File: src/rtl/sdnet_mtpsa_pkg.sv
// Shared widths, tuser field layout and packet-tracking state for the SDNet output adapter.
package sdnet_mtpsa_pkg;

    localparam int DATA_W     = 256;
    localparam int META_W     = 40;
    localparam int DGST_W     = 256;
    localparam int TUSER_W    = DGST_W + META_W;
    localparam int FIFO_DEPTH = 4;

    // Field positions inside the metadata part of m_axis_tuser
    localparam int PKT_LEN_LSB  = 0;
    localparam int PKT_LEN_MSB  = 15;
    localparam int SRC_PORT_LSB = 16;
    localparam int SRC_PORT_MSB = 23;
    localparam int DST_PORT_LSB = 24;
    localparam int DST_PORT_MSB = 31;
    localparam int SEND_DIG_LSB = 32;
    localparam int SEND_DIG_MSB = 39;

    typedef enum logic {
        SOP    = 1'b0,
        IN_PKT = 1'b1
    } pkt_state_e;

endpackage

File: src/rtl/sdnet_tuple_fifo.sv
// Tuple FIFO with pointer wrap bits; head is read straight from the storage registers.
// The caller only pushes when not full or when popping in the same cycle.
module sdnet_tuple_fifo #(
    parameter int WIDTH = 296,
    parameter int DEPTH = 4
) (
    input  logic             i_clk,
    input  logic             i_resetn,
    input  logic             i_push,
    input  logic             i_pop,
    input  logic [WIDTH-1:0] i_wdata,
    output logic             o_full,
    output logic             o_empty,
    output logic [WIDTH-1:0] o_head
);

    localparam int AW = $clog2(DEPTH);

    logic [WIDTH-1:0] r_mem [DEPTH];
    logic [AW:0]      r_wr_ptr;
    logic [AW:0]      r_rd_ptr;

    always_ff @(posedge i_clk) begin
        if (!i_resetn) begin
            r_wr_ptr <= '0;
            r_rd_ptr <= '0;
            for (int i = 0; i < DEPTH; i++) begin
                r_mem[i] <= '0;
            end
        end else begin
            if (i_push) begin
                r_mem[r_wr_ptr[AW-1:0]] <= i_wdata;
                r_wr_ptr                <= r_wr_ptr + (AW+1)'(1);
            end
            if (i_pop) begin
                r_rd_ptr <= r_rd_ptr + (AW+1)'(1);
            end
        end
    end

    assign o_empty = (r_wr_ptr == r_rd_ptr);
    assign o_full  = (r_wr_ptr[AW] != r_rd_ptr[AW]) &&
                     (r_wr_ptr[AW-1:0] == r_rd_ptr[AW-1:0]);
    assign o_head  = r_mem[r_rd_ptr[AW-1:0]];

endmodule

File: src/rtl/sdnet_to_mtpsa.sv
// SDNet packet_out to SUME adapter: queues per-packet tuples and presents the head tuple
// as m_axis_tuser for every beat of the matching packet, with debug counters.
module sdnet_to_mtpsa
    import sdnet_mtpsa_pkg::*;
#(
    parameter int C_AXIS_DATA_WIDTH = DATA_W,
    parameter int C_META_WIDTH      = META_W,
    parameter int DIGEST_WIDTH      = DGST_W,
    parameter int TUPLE_FIFO_DEPTH  = FIFO_DEPTH
) (
    input  logic                                 axis_aclk,
    input  logic                                 axis_resetn,
    input  logic                                 sdnet_tvalid,
    output logic                                 sdnet_tready,
    input  logic [C_AXIS_DATA_WIDTH-1:0]         sdnet_tdata,
    input  logic [C_AXIS_DATA_WIDTH/8-1:0]       sdnet_tkeep,
    input  logic                                 sdnet_tlast,
    input  logic                                 meta_valid,
    input  logic [C_META_WIDTH-1:0]              meta_data,
    input  logic                                 digest_valid,
    input  logic [DIGEST_WIDTH-1:0]              digest_data,
    output logic                                 m_axis_tvalid,
    input  logic                                 m_axis_tready,
    output logic [C_AXIS_DATA_WIDTH-1:0]         m_axis_tdata,
    output logic [C_AXIS_DATA_WIDTH/8-1:0]       m_axis_tkeep,
    output logic                                 m_axis_tlast,
    output logic [DIGEST_WIDTH+C_META_WIDTH-1:0] m_axis_tuser,
    output logic [31:0]                          pkt_count,
    output logic [15:0]                          tuple_drop_count,
    output logic                                 err_tuple_mismatch
);

    localparam int TW = DIGEST_WIDTH + C_META_WIDTH;

    logic       w_empty;
    logic       w_full;
    logic       w_h;
    logic       w_beat;
    logic       w_pop;
    logic       w_push;
    logic       w_drop;
    pkt_state_e r_state;
    pkt_state_e w_state_nxt;
    logic [31:0] r_pkt_count;
    logic [15:0] r_drop_count;
    logic        r_err;

    // A full FIFO still accepts a tuple when the head leaves in the same cycle
    assign w_h    = !w_empty;
    assign w_beat = m_axis_tvalid & m_axis_tready;
    assign w_pop  = w_beat & sdnet_tlast;
    assign w_push = meta_valid & (!w_full | w_pop);
    assign w_drop = meta_valid & w_full & !w_pop;

    sdnet_tuple_fifo #(
        .WIDTH (TW),
        .DEPTH (TUPLE_FIFO_DEPTH)
    ) u_tuple_fifo (
        .i_clk    (axis_aclk),
        .i_resetn (axis_resetn),
        .i_push   (w_push),
        .i_pop    (w_pop),
        .i_wdata  ({digest_data, meta_data}),
        .o_full   (w_full),
        .o_empty  (w_empty),
        .o_head   (m_axis_tuser)
    );

    assign m_axis_tvalid = sdnet_tvalid & w_h;
    assign sdnet_tready  = m_axis_tready & w_h;
    assign m_axis_tdata  = sdnet_tdata;
    assign m_axis_tkeep  = sdnet_tkeep;
    assign m_axis_tlast  = sdnet_tlast;

    always_ff @(posedge axis_aclk) begin
        if (!axis_resetn) begin
            r_state <= SOP;
        end else begin
            r_state <= w_state_nxt;
        end
    end

    always_comb begin
        w_state_nxt = r_state;
        case (r_state)
            SOP:     if (w_beat && !sdnet_tlast) w_state_nxt = IN_PKT;
            IN_PKT:  if (w_beat && sdnet_tlast)  w_state_nxt = SOP;
            default: w_state_nxt = SOP;
        endcase
    end

    always_ff @(posedge axis_aclk) begin
        if (!axis_resetn) begin
            r_pkt_count  <= '0;
            r_drop_count <= '0;
            r_err        <= 1'b0;
        end else begin
            if (w_pop) begin
                r_pkt_count <= r_pkt_count + 32'd1;
            end
            if (w_drop && (r_drop_count != 16'hFFFF)) begin
                r_drop_count <= r_drop_count + 16'd1;
            end
            if (meta_valid != digest_valid) begin
                r_err <= 1'b1;
            end
        end
    end

    assign pkt_count          = r_pkt_count;
    assign tuple_drop_count   = r_drop_count;
    assign err_tuple_mismatch = r_err;

endmodule

File: config.mk
export PLATFORM = sky130hd
export DESIGN_NAME = sdnet_to_mtpsa
export DESIGN_NICKNAME = d
export VERILOG_FILES = /design/src/rtl/sdnet_mtpsa_pkg.sv /design/src/rtl/sdnet_tuple_fifo.sv /design/src/rtl/sdnet_to_mtpsa.sv
export SDC_FILE = /design/constraint.sdc
export NUM_CORES = 1
export LEC_CHECK = 0
export CORE_AREA = 2 2 485 487
export CTS_BUF_LIST = sky130_fd_sc_hd__clkbuf_2 sky130_fd_sc_hd__clkbuf_4 sky130_fd_sc_hd__clkbuf_8
export DETAILED_ROUTE_END_ITERATION = 7
export DIE_AREA = 0 0 487 489
export SLEW_MARGIN = 20
export SYNTH_ARGS = -nofsm -noshare
export SYNTH_HDL_FRONTEND = slang
export SYNTH_HIERARCHICAL = 1
export SYNTH_SLANG_ARGS = --single-unit
File: constraint.sdc
create_clock -name axis_aclk -period 59.5 [get_ports axis_aclk]
set_clock_uncertainty 0.1 [all_clocks]
set_input_delay 5.95 -clock axis_aclk [delete_from_list [all_inputs] [get_ports axis_aclk]]
set_output_delay 5.95 -clock axis_aclk [all_outputs]
set_load 0.005 [all_outputs]
* Yosys cells after proc, flatten, opt, wreduce, memory -nomap -nowiden
Memory sizes are Yosys's and may differ from the RTL's. A register that Yosys moved wholly into a read port is not among the register bits.
Cells that the tools add are included.
** Cells by class
- Add/sub/neg operators :: 4
- Multiply operators :: 0
- Div/mod/pow operators :: 0
- $lt $le $gt $ge :: 0
- Eq/ne operators :: 5
- Shifts and indexed selects :: 0
- Multiplexer cells :: 9
- Bitwise logic cells :: 8
- Reduce and logical (&&, ||, !) cells :: 6
** Operator list (number)
- 296-bit two-way mux :: 1
- 296-bit OR reduction :: 1
- 32-bit by 1-bit adder with 32-bit output (second input constant) :: 1
- 16-bit by 1-bit adder with 16-bit output (second input constant) :: 1
- 16-bit != test (second input constant) :: 1
- 1-bit AND :: 7
- 3-bit by 1-bit adder with 3-bit output (second input constant) :: 2
- 2-bit two-way mux :: 3
- 1-bit two-way mux :: 5
- 3-bit == test :: 1
- 1-bit zero test :: 3
- 2-bit == test :: 1
- 1-bit logical AND :: 2
- 1-bit != test :: 2
- 1-bit bitwise OR :: 1
** Word-level totals
- Register bits :: 55
- Bits in latches :: 0
- Bits in writable memories :: 1184
- ROM bits :: 0
- Input bits :: 591
- Logic and storage cells :: 38
- Memories kept :: 1
** Memory list
- u_tuple_fifo.r_mem :: words 4, bits a word 296, rd ports 1, clocked after Yosys merged registers in 1, write ports 4, line sdnet_tuple_fifo.sv:19 : logic [WIDTH-1:0] r_mem [DEPTH];

* Depth between registers and ports, before layout
Gate-level depths: netlist of the first run.
- Word-level depth :: 12
- Mapped depth :: 11
- Gate-level depth less buffers :: 7

* By module
The synthesis of the first run kept the hierarchy.
** By module, submodules not included
- sdnet_tuple_fifo :: times used 1, cells each 2938, area each 51614.5 sq um, sequential area each 35714.3 sq um
- sdnet_to_mtpsa :: times used 1, cells each 582, area each 4677.0 sq um, sequential area each 980.9 sq um

* Least setup slack after synthesis of the first run
OpenSTA, ideal clock, no wires.
- Kind :: input to register
- Start point :: input port sdnet_tlast
- End point :: memory u_tuple_fifo.r_mem[1][0], enable pin
- Data arrival time :: 27.519 ns
- Setup slack :: 30.519 ns
- Cell stages on the path :: 7
- Cell sequence :: nand4b_4 -> buf_2 -> a21boi_0 -> buf_2 -> clkbuf_1 -> nand2_1 -> o21ai_0
** RTL lines
- start, declared :: line sdnet_to_mtpsa.sv:17 : input logic sdnet_tlast,
- end, declared :: line sdnet_tuple_fifo.sv:19

* Worst setup path in the final report of the first run
- Start point :: input port m_axis_tready
- End point :: output port sdnet_tready
** On the way
- Cells in the longest elaborated chain, start to end :: 1
** RTL lines
- start, declared :: line sdnet_to_mtpsa.sv:23 : input logic m_axis_tready,
- 1-bit AND :: line sdnet_to_mtpsa.sv:70 : assign sdnet_tready = m_axis_tready & w_h;
- end, declared :: line sdnet_to_mtpsa.sv:14 : output logic sdnet_tready,
No other way between the ends.

==> results of run 1 <==
## registers in the layout, summed over array words and instances (netlist names), named ones only
register / flops
u_tuple_fifo/r_wr_ptr: 3
u_tuple_fifo/r_mem: 1184
tuple_drop_count: 16
u_tuple_fifo/r_rd_ptr: 3
pkt_count: 32
err_tuple_mismatch: 1
## metrics by stage
stage	utilization [%]	power, mW	cells
after floorplan	-	1.19	3520
after global placement	27.1	1.24	6757
after detailed placement	27.1	1.24	6757
after CTS	29.0	2.03	7140
after global routing	29.0	2.08	7150
final	29.0	2.01	7152
## logic make-up (layout without fill, tap and decap cells)
logic type	Yosys count	after routing	synth area share, %
other	0	12	0
buffers and inverters	545	1105	6.85
AOI/OAI and AO/OA	69	69	0.767
and+or+nand+nor	1340	1340	14.9
adders and majority gates	4	4	0.0889
DFF	1241	1241	65.2
muxes	306	306	12.0
xor gates and xnor gates	15	15	0.233
## worst max path at each step
stage                                to  cells past startpoint
6_report                   sdnet_tready                      3
5_1_grt                   m_axis_tvalid                      3
4_1_cts                   m_axis_tvalid                      3
3_5_place_dp              m_axis_tvalid                      3
3_3_place_gp              m_axis_tvalid                      3
2_1_floorplan  u_tuple_fifo/r_mem[1][0]                      7
## area by class of cell
| type | instances | area [µm²] |
|---|---|---|
| multi-input cells | 1734 | 15800 |
| diodes | 12 | 30.0 |
| inverters | 9 | 36.3 |
| repair buffers | 713 | 7020 |
| flip-flops and latches | 1241 | 36700 |
| clock inverters | 97 | 734 |
| well taps | 3060 | 3830 |
| fillers | 23400 | 166000 |
| clock buffers | 286 | 3500 |
## layout by cell type (no fill, tap or decap), types with 30 or more instances in the layout
cell type and instances:
and3_1 300, clkbuf_4 69, and2_1 888, clkinv_1 57, clkbuf_8 217, buf_4 60
a21oi_1 30, dfxtp_1 55, clkdlybuf4s50_1 649, edfxtp_1 1184, mux4_2 296
## routing by layer
metal  part of all wire [%]  wire, µm  GRT usage, %
met1                     31     64900          16.0
met4                    6.1     13000          9.84
met2                     48    102000          28.0
met5                   0.13       272         0.503
met3                     15     31600          11.1
## worst reg2reg max path, stage by stage, from the launching register on
cell	delay [ps]
dfxtp_1	590
xor2_1	230
nor3b_1	100
nand4b_4	350
a21boi_4	230
buf_4	610
nand2b_1	340
o21ai_4	780
buf_4	640
buf_4	820
buf_4	980
## report_power, final
group | internal, mW | total [mW] | switching (mW) | leakage [nW]
registers | 1.02 | 1.03 | 0.0133 | 12.9
logic | 0.0955 | 0.194 | 0.0985 | 9.11
clock network | 0.415 | 0.783 | 0.368 | 2.22
total | 1.53 | 2.01 | 0.480 | 24.2
==> qor_table.md, run 1 <==
| Quantity | Value | Unit |
|---|---|---|
| Yosys top cell by area | edfxtp_1 | - |
| Global-route wire length before repair | 281 | mm |
| Kind of path behind the tightest hold check | flip-flop to flip-flop | - |
| Buffers added on ports | 650 | - |
| MaxCap Viol Count | 0 | - |
| Layout cells sized above 1 | 17.2 | % |
| Number of vias per cell | 4.49 | - |
| Final hold viol count | 0 | - |
| TritonCTS clock tree | done | - |
| Buf+Inv Stages, Crit Path | 2 | - |
| Reg2Reg Capture Point | u_tuple_fifo/r_mem[2][135] | - |
| Sum of negative setup slack | 0 | ps |
| Violation count after the first detailed-routing iteration | 2,235 | - |
| FF-to-FF setup slack | 53,270 | ps |
| Static Leakage | 24.2 | nW |
| Starting utilization of the core area | 24.1 | % |
| Root buffer selected by CTS | clkbuf_8 | - |
| Largest net degree at the start of global routing | 106 | - |
| Overflow after GRT | 0 | - |
| DRC | 0 | - |
| Resize count post-CTS | 0 | - |
| Beginning of the worst hold path | pkt_count[31] | - |
| Number of global-route vias before repair | 32,500 | - |
| Mapped Avg Cell Area | 16.0 | µm² |
| CTS sink count | 1,241 | - |
| Startpoint class of the critical path | primary input | - |
| Later-pin clock latency in the skew report | 990 | ps |
| Commonest cells in the synthesized netlist | 1,184 x edfxtp_1, 888 x and2_1, 300 x and3_1 | - |
| Global-route usage over all layers | 17.1 | % |
| Largest fanout of any net on the critical path | 2 | - |
| DP Worst Slack | 45,950 | ps |
| Worst-margin pin slew | 1090 | ps |
| Worst hold endpoint | pkt_count[31] | - |
| RD Place Congestion | 1.05 | - |
| Worst hold slack across all endpoints | 381 | ps |
| Slowest library cell on the worst path | clkdlybuf4s50_1 | - |
| Total power density per cell area | 29.7 | nW/µm² |
| Count of synthesis-stage warnings from yosys | 6 | - |
| H-tree levels | 4 | - |
| Number of buffers created by CTS | 216 | - |
| Design Area, Final | 67,700 | µm² |
| Data arrival time of the critical path | 7480 | ps |
| Most used cell, CP | clkdlybuf4s50_1 | - |
| RSZ-0062 raised after global routing | false | - |
| Clock transition time at the flip-flop clock pins of the worst setup and hold paths | 50 | ps |
| Highest achievable clock rate | 0.0739 | GHz |
| Number of antenna violations at the first check in global routing | 22 | - |
| Post-detailed-route count of antenna-violating nets | 0 | - |
| Most used flip-flop cell after synthesis | edfxtp_1 | - |
| Category of cells accounting for the largest share of critical-path delay | buffers and inverters | - |
| Final worst path period share | 22.7 | % |
| Die extent in x | 487 | µm |
| Number of instances on the worst hold path | 2 | - |
| Sequential fraction of the synthesis area | 65.2 | % |
| Number of flops mapped to enable cells by yosys | 1,184 | - |
| Top-Level Pins | 1,227 | - |
| Run status | complete, no violations | - |
| Relative slew slack | 27.4 | % |
| Leading post-synthesis cells by cell area | edfxtp_1 63%, mux4_2 12%, and2_1 9.9%, buf_4 3.9%, and3_1 3.3% | - |
| Worst Setup Slack, final | 45,970 | ps |
| Most frequent cell after synthesis | edfxtp_1 | - |
| Vias | 32,100 | - |
| Die span in y | 489 | µm |
| Endpoint kind of the worst setup timing path | output port | - |
| Synth Cell Area | 56,300 | µm² |
| Count of unique library cells instantiated by Yosys | 46 | - |
| Req. time, crit path | 53,450 | ps |
| First element of the critical path | m_axis_tready | - |
| Total wire length | 212 | mm |
| Core area | 234,000 | µm² |
| Worst reg2reg startpoint | u_tuple_fifo/r_wr_ptr[1] | - |
| Hold buffer count at cts | 0 | - |
| Min Tclk post-route | 13,530 | ps |
| Die Area | 238,000 | µm² |
| Number of iterations in the first detailed-routing pass | 5 | - |
| Cells after synthesis | 3,520 | - |
| Slowest Stage Delay on Critical Path | 690 | ps |
| Worst supply voltage drop on vdd | 18.0 | µV |
| Syn_nets | 4,115 | - |
| Number of max-slew violations in the final report | 0 | - |
| Placed inst area | 63,400 | µm² |
| Layout Nets | 4,510 | - |
| Count of state elements after synthesis | 1,241 | - |
| Maximum count of clock buffers along a single path | 3 | - |
| Area fraction of the dominant cell type after synthesis | 63.2 | % |
| Setup repair bufs after CTS | 0 | - |
| FFs w/ async S/R, synth | 0 | % |
| Number of core rows | 178 | - |
| Layout overhead on the synthesized area | 20.2 | % |
| Startpoint-to-endpoint class of the critical path | primary input to output port | - |
| Wire length per cell | 29.6 | µm |
| Detailed placement HPWL | 149 | mm |
| Cells on worst reg2reg path | 10 | - |
| CP Cell Sequence | clkdlybuf4s50_1, and2b_1, clkdlybuf4s50_1 | - |
| Final setup vio count | 0 | - |
(Power assumes the default switching activity.)
==> run 2: changes to the inputs <==
clock period = 12 ns   (was 59.5 ns; I/O delays follow)
==> run 2 against run 1 <==
Against the previous run:
- register-to-register slack worse by 47000 ps
- combinational power rose to 5.0 times the previous value
- global-route usage up 0.082 points
- count of clock-buffer cells in the layout rose by 10
- utilization barely moved
- setup slack got worse by 40000 ps
- sequential share of layout area decreased by 0.077 points
- final area up 0.14%
- first-iteration DRC count fell by 12%
- largest cell class unchanged
- highest routed layer unchanged
==> qor_table.md, run 2 (synthesized netlist as in run 1, its figures left out) <==
| Quantity | Value | Unit |
|---|---|---|
| Number of vias per cell | 4.49 | - |
| Number of iterations in the first detailed-routing pass | 5 | - |
| Final Util | 29.0 | % |
| Run status | complete, no violations | - |
| RSZ-0062 raised after global routing | false | - |
| Maximum count of clock buffers along a single path | 3 | - |
| Hold buffer count at cts | 0 | - |
| RD Place Congestion | 1.06 | - |
| Vias | 32,100 | - |
| Startpoint-to-endpoint class of the critical path | flip-flop to output port | - |
| Worst-margin pin slew | 1150 | ps |
| Largest fanout of any net on the critical path | 93 | - |
| Setup repair bufs after CTS | 0 | - |
| CP Cell Sequence | buf_4, buf_12, mux4_2, clkdlybuf4s50_1 | - |
| Number of buffers created by CTS | 218 | - |
| Final setup vio count | 0 | - |
| Post-detailed-route count of antenna-violating nets | 0 | - |
| Detailed placement HPWL | 147 | mm |
| Layout overhead on the synthesized area | 20.4 | % |
| Number of global-route vias before repair | 33,000 | - |
| Top-Level Pins | 1,227 | - |
| DP Worst Slack | 5380 | ps |
| Req. time, crit path | 10,700 | ps |
| Part of the power in registers | 51.1 | % |
| Kind of path behind the tightest hold check | flip-flop to flip-flop | - |
| Violation count after the first detailed-routing iteration | 1,976 | - |
| Highest achievable clock rate | 0.166 | GHz |
| Number of max-slew violations in the final report | 0 | - |
| Endpoint kind of the worst setup timing path | output port | - |
| Total power after layout | 9.99 | mW |
| Largest net degree at the start of global routing | 122 | - |
| TritonCTS clock tree | done | - |
| Total power density per cell area | 147 | nW/µm² |
| Static Leakage | 24.2 | nW |
| Worst supply voltage drop on vdd | 78.8 | µV |
| CTS sink count | 1,241 | - |
| Buffers added on ports | 650 | - |
| Total wire length | 212 | mm |
| Later-pin clock latency in the skew report | 970 | ps |
| Die span in y | 489 | µm |
| Wire length per cell | 29.7 | µm |
| Sw Ratio | 24.0 | % |
| Clock transition time at the flip-flop clock pins of the worst setup and hold paths | 60 | ps |
| Resize count post-CTS | 0 | - |
| Startpoint class of the critical path | flip-flop | - |
| Layout cells sized above 1 | 17.1 | % |
| Slowest Stage Delay on Critical Path | 870 | ps |
| Most common library cell in the layout ignoring fill and taps | edfxtp_1 | - |
| Starting utilization of the core area | 24.1 | % |
| Core area | 234,000 | µm² |
| Combinational group share of total power | 9.7 | % |
| Die Area | 238,000 | µm² |
| Int Power | 7.59 | mW |
| Slowest library cell on the worst path | dfxtp_4 | - |
| Final worst path period share | 50.2 | % |
| Root buffer selected by CTS | clkbuf_8 | - |
| Layout Nets | 4,496 | - |
| Die extent in x | 487 | µm |
| Largest reg by FF count | u_tuple_fifo/r_mem | - |
| Global-route usage over all layers | 17.1 | % |
| Share of total power in the clock network | 39.1 | % |
| Worst hold slack across all endpoints | 404 | ps |
| Number of flip-flops under the largest register name | 1,184 | - |
| Global-route wire length before repair | 283 | mm |
| P_sw | 2.40 | mW |
| Relative slew slack | 23.4 | % |
| Number of core rows | 178 | - |
| Final hold viol count | 0 | - |
| Commonest non-fill, non-tap cells in the layout | 1,184 x edfxtp_1, 888 x and2_1, 649 x clkdlybuf4s50_1 | - |
| Data arrival time of the critical path | 4720 | ps |
| Overflow after GRT | 0 | - |
| H-tree levels | 4 | - |
| Number of antenna violations at the first check in global routing | 23 | - |
| MaxCap Viol Count | 0 | - |
| DRC | 0 | - |
| Worst Setup Slack, final | 5980 | ps |
| Min Tclk post-route | 6020 | ps |
[run 2: changes by cell type in the layout (fill, tap and decap cells not counted), moves of 3 or more]
cell and change:
clkbuf_4 +3, clkinv_2 +5, buf_4 -27, buf_12 +11, clkbuf_8 +7
[run 2: power by group through the flow]
stage | clock, mW | combinational [mW] | sequential (mW)
floorplan | 0 | 0.500 | 5.28
global placement | 0 | 0.982 | 5.18
detailed placement | 0 | 0.984 | 5.20
CTS | 4.03 | 0.989 | 5.11
global route | 4.21 | 1.03 | 5.13
finish | 3.91 | 0.969 | 5.11
[run 2: worst max-delay path: cells and delay by family (launching register included)]
family   cells  cell delay [ps]
buf+inv      3             1810
flops        1              870
mux          1              650
[run 2: path summary, 6_finish.rpt]
check                           startpoint                    endpoint  slack, ps  cells past startpoint
hold reg to reg        tuple_drop_count[6]         tuple_drop_count[6]        400                      2
setup / recovery                 flip-flop           m_axis_tuser[108]       5980                      4
setup reg to reg  u_tuple_fifo/r_wr_ptr[1]  u_tuple_fifo/r_mem[2][133]       6110                     10
hold / removal         tuple_drop_count[6]         tuple_drop_count[6]        400                      2
[run 2: metrics by stage]
step                setup TNS [ps]  instance area [µm²]  cells
floorplan                 -3698650                56300   3520
global placement                 0                63400   6741
detailed placement               0                63400   6741
CTS                              0                67700   7137
global route                     0                67800   7143
finish                           0                67800   7147
[run 2: final cells by class]
class / count / area (µm²)
repair buffers: 697 / 7040
clock inverters: 100 / 699
clock buffers: 296 / 3620
inverters: 9 / 36.3
fillers: 23300 / 166000
flip-flops and latches: 1241 / 36700
multi-input cells: 1734 / 15800
well taps: 3060 / 3830
diodes: 10 / 25.0
[run 2: per-layer routing]
layer	track usage [%]	part of all wire, %	vias up
li1	-	-	13700
met1	15.8	30	16200
met2	28.7	49	1754
met3	10.9	14	379
met4	9.51	5.9	16
met5	0.282	0.091	-
